File: src/rtl/sha_sched_pkg.sv
// Shared types and constants for the SHA-2 message-schedule expander:
// FSM state encoding, sigma rotate/shift amounts, and a parameter legality test.
package sha_sched_pkg;

  typedef enum logic {
    IDLE = 1'b0,
    RUN  = 1'b1
  } state_e;

  // Two rotate amounts and one logical shift make up each sigma function.
  typedef struct packed {
    logic [6:0] r1;
    logic [6:0] r2;
    logic [6:0] sh;
  } sigma_cfg_t;

  localparam sigma_cfg_t S0_256 = '{r1: 7'd7,  r2: 7'd18, sh: 7'd3};
  localparam sigma_cfg_t S1_256 = '{r1: 7'd17, r2: 7'd19, sh: 7'd10};
  localparam sigma_cfg_t S0_512 = '{r1: 7'd1,  r2: 7'd8,  sh: 7'd7};
  localparam sigma_cfg_t S1_512 = '{r1: 7'd19, r2: 7'd61, sh: 7'd6};

  function automatic sigma_cfg_t sigma_cfg(input int word_w, input bit sel);
    if (word_w == 64) return sel ? S1_512 : S0_512;
    return sel ? S1_256 : S0_256;
  endfunction

  function automatic bit params_legal(input int word_w, input int rounds, input int idx_w);
    return ((word_w == 32) || (word_w == 64)) && (rounds > 16) &&
           (idx_w >= 1) && (idx_w < 31) && ((1 << idx_w) >= rounds);
  endfunction

endpackage

File: src/rtl/sched_sigma.sv
// Combinational SHA-2 small-sigma function: ROTR(r1) ^ ROTR(r2) ^ SHR(sh).
// SEL=0 selects s0, SEL=1 selects s1; WORD_W picks the SHA-256 or SHA-512 amounts.
module sched_sigma
  import sha_sched_pkg::*;
#(
  parameter int WORD_W = 32,
  parameter bit SEL    = 1'b0
) (
  input  logic [WORD_W-1:0] x,
  output logic [WORD_W-1:0] y
);

  localparam sigma_cfg_t CFG = sigma_cfg(WORD_W, SEL);
  localparam int R1 = int'(CFG.r1);
  localparam int R2 = int'(CFG.r2);
  localparam int SH = int'(CFG.sh);

  function automatic logic [WORD_W-1:0] rotr(input logic [WORD_W-1:0] v, input int n);
    return (v >> n) | (v << (WORD_W - n));
  endfunction

  assign y = rotr(x, R1) ^ rotr(x, R2) ^ (x >> SH);

endmodule

File: src/rtl/msg_schedule.sv
// Streaming SHA-2 message-schedule expander: takes one 16-word block and emits
// W[0..ROUNDS-1] one word per handshake from a 16-word sliding window.
module msg_schedule
  import sha_sched_pkg::*;
#(
  parameter int WORD_W = 32,
  parameter int ROUNDS = 64,
  parameter int IDX_W  = 7
) (
  input  logic                 clk,
  input  logic                 rst_b,
  input  logic                 blk_valid,
  output logic                 blk_ready,
  input  logic [16*WORD_W-1:0] blk_data,
  input  logic                 abort,
  output logic                 w_valid,
  input  logic                 w_ready,
  output logic [WORD_W-1:0]    w_data,
  output logic [IDX_W-1:0]     w_idx,
  output logic                 busy
);

  if (!params_legal(WORD_W, ROUNDS, IDX_W)) begin : g_illegal_params
    $error("msg_schedule: illegal WORD_W/ROUNDS/IDX_W combination");
  end

  localparam logic [IDX_W-1:0] LAST_T = IDX_W'(ROUNDS - 1);

  state_e            state_q, state_d;
  logic [IDX_W-1:0]  t_q, t_d;
  logic [WORD_W-1:0] win_q [16];
  logic [WORD_W-1:0] win_d [16];
  logic [WORD_W-1:0] s0_w, s1_w, w_new;

  sched_sigma #(.WORD_W(WORD_W), .SEL(1'b0)) u_s0 (.x(win_q[1]),  .y(s0_w));
  sched_sigma #(.WORD_W(WORD_W), .SEL(1'b1)) u_s1 (.x(win_q[14]), .y(s1_w));

  // W[t+16]; the sum is WORD_W wide so carries out of the top bit are dropped.
  assign w_new = s1_w + win_q[9] + s0_w + win_q[0];

  always_comb begin
    // NOTE: every output of this block gets a default first, so no path infers a latch.
    state_d   = state_q;
    t_d       = t_q;
    win_d     = win_q;
    blk_ready = 1'b0;
    w_valid   = 1'b0;
    busy      = 1'b0;

    unique case (state_q)
      IDLE: begin
        blk_ready = ~abort;
        if (blk_valid && !abort) begin
          for (int i = 0; i < 16; i++) win_d[i] = blk_data[(15-i)*WORD_W +: WORD_W];
          t_d     = '0;
          state_d = RUN;
        end
      end
      RUN: begin
        w_valid = 1'b1;
        busy    = 1'b1;
        // An aborted word is never transferred, even if the consumer was ready.
        if (abort) begin
          state_d = IDLE;
        end else if (w_ready) begin
          for (int i = 0; i < 15; i++) win_d[i] = win_q[i+1];
          win_d[15] = w_new;
          if (t_q == LAST_T) state_d = IDLE;
          else               t_d     = t_q + IDX_W'(1);
        end
      end
      default: state_d = IDLE;
    endcase

    if (!rst_b) begin
      blk_ready = 1'b0;
      w_valid   = 1'b0;
      busy      = 1'b0;
    end
  end

  assign w_data = rst_b ? win_q[0] : '0;
  assign w_idx  = rst_b ? t_q      : '0;

  always_ff @(posedge clk) begin
    // NOTE: non-blocking here so every flop samples the pre-edge values of its peers.
    if (!rst_b) begin
      state_q <= IDLE;
      t_q     <= '0;
      // NOTE: the window is a flop array, not RAM, so clearing it on reset is cheap and well defined.
      for (int i = 0; i < 16; i++) win_q[i] <= '0;
    end else begin
      state_q <= state_d;
      t_q     <= t_d;
      win_q   <= win_d;
    end
  end

endmodule

File: config.mk
export PLATFORM = sky130hd
export DESIGN_NAME = msg_schedule
export DESIGN_NICKNAME = d
export VERILOG_FILES = /design/src/rtl/sha_sched_pkg.sv /design/src/rtl/sched_sigma.sv /design/src/rtl/msg_schedule.sv
export SDC_FILE = /design/constraint.sdc
export NUM_CORES = 1
export LEC_CHECK = 0
export ABC_CLOCK_PERIOD_IN_PS = 5000
export CORE_UTILIZATION = 52
export DETAILED_ROUTE_END_ITERATION = 6
export GPL_TIMING_DRIVEN = 1
export PLACE_DENSITY = 0.81
export RECOVER_POWER = 50
export SYNTH_ARGS = -nofsm -noshare
export SYNTH_HDL_FRONTEND = slang
export SYNTH_SLANG_ARGS = --single-unit
File: constraint.sdc
create_clock -name clk -period 5 [get_ports clk]
set_input_delay 0.75 -clock clk [delete_from_list [all_inputs] [get_ports clk]]
set_output_delay 0.75 -clock clk [all_outputs]
set_load 0.005 [all_outputs]
==> flow_metrics.tcl <==
set metrics [dict create \
    cts.sinks 520 \
    setup_viol_count_final 0 \
    start_kind "flip-flop" \
    route.met3.wl_um 8500 \
    hold_path.class "reg -> reg" \
    p_int_mw 8.80 \
    path_max_fanout 123 \
    holdWs_ns 0.471 \
    globalplace.congestion 1.02 \
    p_sw_mw 4.50 \
    fin_nets 3924 \
    ys_seq_area_share_pct 38.3 \
    yosys.area.top_type "dfxtp_1" \
    fin_crit_sh_pct 91.1 \
    route.antenna.remaining_nets 0 \
    firstDrtPassIters 6 \
    cts_tree "built" \
    synth_area_um2 27200 \
    power.density_nw_per_um2 383 \
    final_util_pct 67.5 \
    crit_chain "buf_6 -> buf_4 -> mux2i_1 -> a211oi_1" \
    cts_resized 0 \
    synth.avg_cell_area_um2 9.24 \
    syn_nets 3555 \
    routed.top_layer "met5" \
    num_rows 83 \
    htreeDepth 2 \
    coreArea_um2 51500 \
    crit_type "reg -> reg" \
    ios 559 \
    die_area_um2 53200 \
    clk_latency_ns 0.62 \
    die_w_um 231 \
    synth.top_cell.area_share_pct 38.3 \
    critical_path.top_delay_family "buffers and inverters" \
    tightest_slew_ns 1.84 \
    post_drt_wl_per_cell_um 24.1 \
    synthTopCellsByArea "dfxtp_1, mux2i_1, a211oi_1" \
    slowest_delay_ns 1.56 \
    yosys_warnings 0 \
    pwr-share-seq_pct 35.8 \
    syn2layout_area_growth_pct 27.8 \
    vias_per_cell 5.85 \
    grt_max_degree 231 \
    grt_pass1_wl_um 140000 \
    drtIter0Drc 2286 \
    drcViolationCount 0 \
    rsz0062_at_grt "no" \
    power_mw 13.3 \
    ys.flop_type "dfxtp_1" \
    status "complete, but fails checks" \
    clkPwrFrac_pct 32.5 \
    synth_cell_types 65 \
    drv_cap 2 \
    numCtsBuffers 56 \
    post_cts_buffers 0 \
    dp_hpwl_um 73800 \
    switching_share_pct 33.8 \
    finalWirelength_um 97500 \
    portBuffers 558 \
    critPathSlowestCell "dfxtp_1" \
    end_kind "flip-flop" \
    fmax_ghz 0.219 \
    clkTransAtPathRegs_ns 0.06 \
    initial_core_util_pct 52.8 \
    layout_min_cycle_time_ns 4.56 \
    grt-ovfl-total 0 \
    slew_headroom_pct -22.6 \
    grt_pass1_vias 22400 \
    vdd_drop_max_v 0.000232 \
    critPathRequiredTime_ns 5.45 \
    synth-async-reset-ratio_pct 0 \
    finalClockSkew_ns 0.0213 \
    synth-seq-cells 520 \
    violations "max-capacitance violations, max-slew violations" \
    clock_path_buffers 3 \
    wl_met2_um 44000 \
    crit_arrival_ns 5.01 \
    synth-edff-count 0 \
    cts_root_buf "clkbuf_16" \
    pwr-share-comb_pct 31.7 \
    via_count 23700 \
    critPathBufInv 2 \
    setup_tns_ns 0 \
    hold_violations 0 \
    drv_slew 333 \
    leakagePower_nw 12.5 \
    drive_above_1_share_pct 4.26 \
    wl_met1_um 41000 \
    nFillCells 4210 \
    grt_usage_pct 35.3 \
    holdBufCountCts 0 \
    die_y_um 231 \
    syn_inst 2944 \
    grt_antenna_before_repair 23 \
]
-- registers in the layout, indices dropped and copies added, names as in the netlist --
name and flops:
state_q 1, t_q 7, win_q 512
-- power groups by stage --
stage                     sequential [mW]  clock (mW)  combinational [mW]
after floorplan                      4.68           0                2.76
final                                4.76        4.32                4.22
after global routing                 4.78        4.52                4.54
after CTS                            4.75        4.36                4.17
after detailed placement             4.84           0                4.14
after global placement               4.82           0                4.13
-- metrics by stage --
step | instances | cell area [µm²] | setup slack [ns]
floorplan | 2944 | 27200 | 0.989
global placement | 3935 | 32900 | 0.635
detailed placement | 3935 | 32900 | 0.623
CTS | 4035 | 34800 | 0.608
global route | 4048 | 34700 | 0.226
finish | 4048 | 34700 | 0.443
-- cell usage after synthesis (3+ instances only) --
library cell / n
and3_1: 4
o21ai_1: 7
o22ai_1: 8
fa_1: 62
dfxtp_1: 520
a221oi_1: 3
buf_2: 40
nand4_1: 7
a21oi_1: 58
o21bai_1: 6
mux2i_1: 498
nand2_1: 29
a31oi_1: 3
o21a_1: 4
nor3b_1: 9
nor3_1: 6
o21ai_0: 25
and2_1: 12
a21o_1: 13
xnor2_1: 84
nand2b_1: 3
or3_1: 3
inv_1: 125
xor2_1: 65
ha_1: 32
nor2_1: 540
nand3_1: 8
clkbuf_1: 232
a211oi_1: 491
-- cell families after synthesis --
| logic type | count (synthesis) | share of synthesized area (%) |
|---|---|---|
| XOR/XNOR | 149 | 4.80 |
| multiplexers | 500 | 18.4 |
| AO/OA/AOI/OAI | 647 | 17.4 |
| buffers and inverters | 402 | 5.75 |
| AND/OR/NAND/NOR | 632 | 9.34 |
| adder cells (fa/ha/maj) | 94 | 6.04 |
| flip-flops | 520 | 38.3 |
-- worst paths after layout --
kind	end	slack [ns]	cells after the start	startpoint
max	win_q[286]	0.44	4	state_q
min	win_q[3]	0.47	2	win_q[3]
max reg2reg	win_q[286]	0.44	4	state_q
min reg2reg	win_q[3]	0.47	2	win_q[3]
-- worst register-to-register path: cells and delay by family (launching register included) --
family | cells | cell delay (ns)
compound gates | 1 | 0.12
buf+inv | 2 | 2.31
flops | 1 | 1.56
mux | 1 | 0.42
-- cell usage in the layout, fill, tap and decap left out, drive strengths merged, types with 5 or more instances in the layout --
master         instances
inv                  127
nand2                 29
o22ai                  8
xnor2                 84
dfxtp                520
nor2                 540
buf                   26
ha                    32
clkinv                15
a211oi               492
o21ai                 34
o21bai                 6
diode                 13
fa                    62
clkbuf                80
a21oi                 61
a21o                  13
bufinv                 5
and2                  13
nand4                  7
mux2i                498
nand3                  8
xor2                  65
nor3                   6
clkdlybuf4s50        558
nor3b                 10
-- routing by layer --
layer	vias up	GRT usage [%]
li1	11200	-
met1	11300	47.2
met2	961	54.2
met3	197	8.45
met4	18	15.1
met5	-	0
-- area by class of cell --
class	instances	area [µm²]	share of cell area, %
Clock buffer	77	1640	4.72
Tap cell	680	851	2.45
Inverter	126	480	1.38
Timing Repair Buffer	587	5850	16.8
Multi-Input combinational cell	2022	15200	43.8
Antenna cell	13	32.5	0.0936
Clock inverter	23	260	0.749
Sequential cell	520	10400	30.0
No activity file was read; power rests on OpenSTA's default activity.
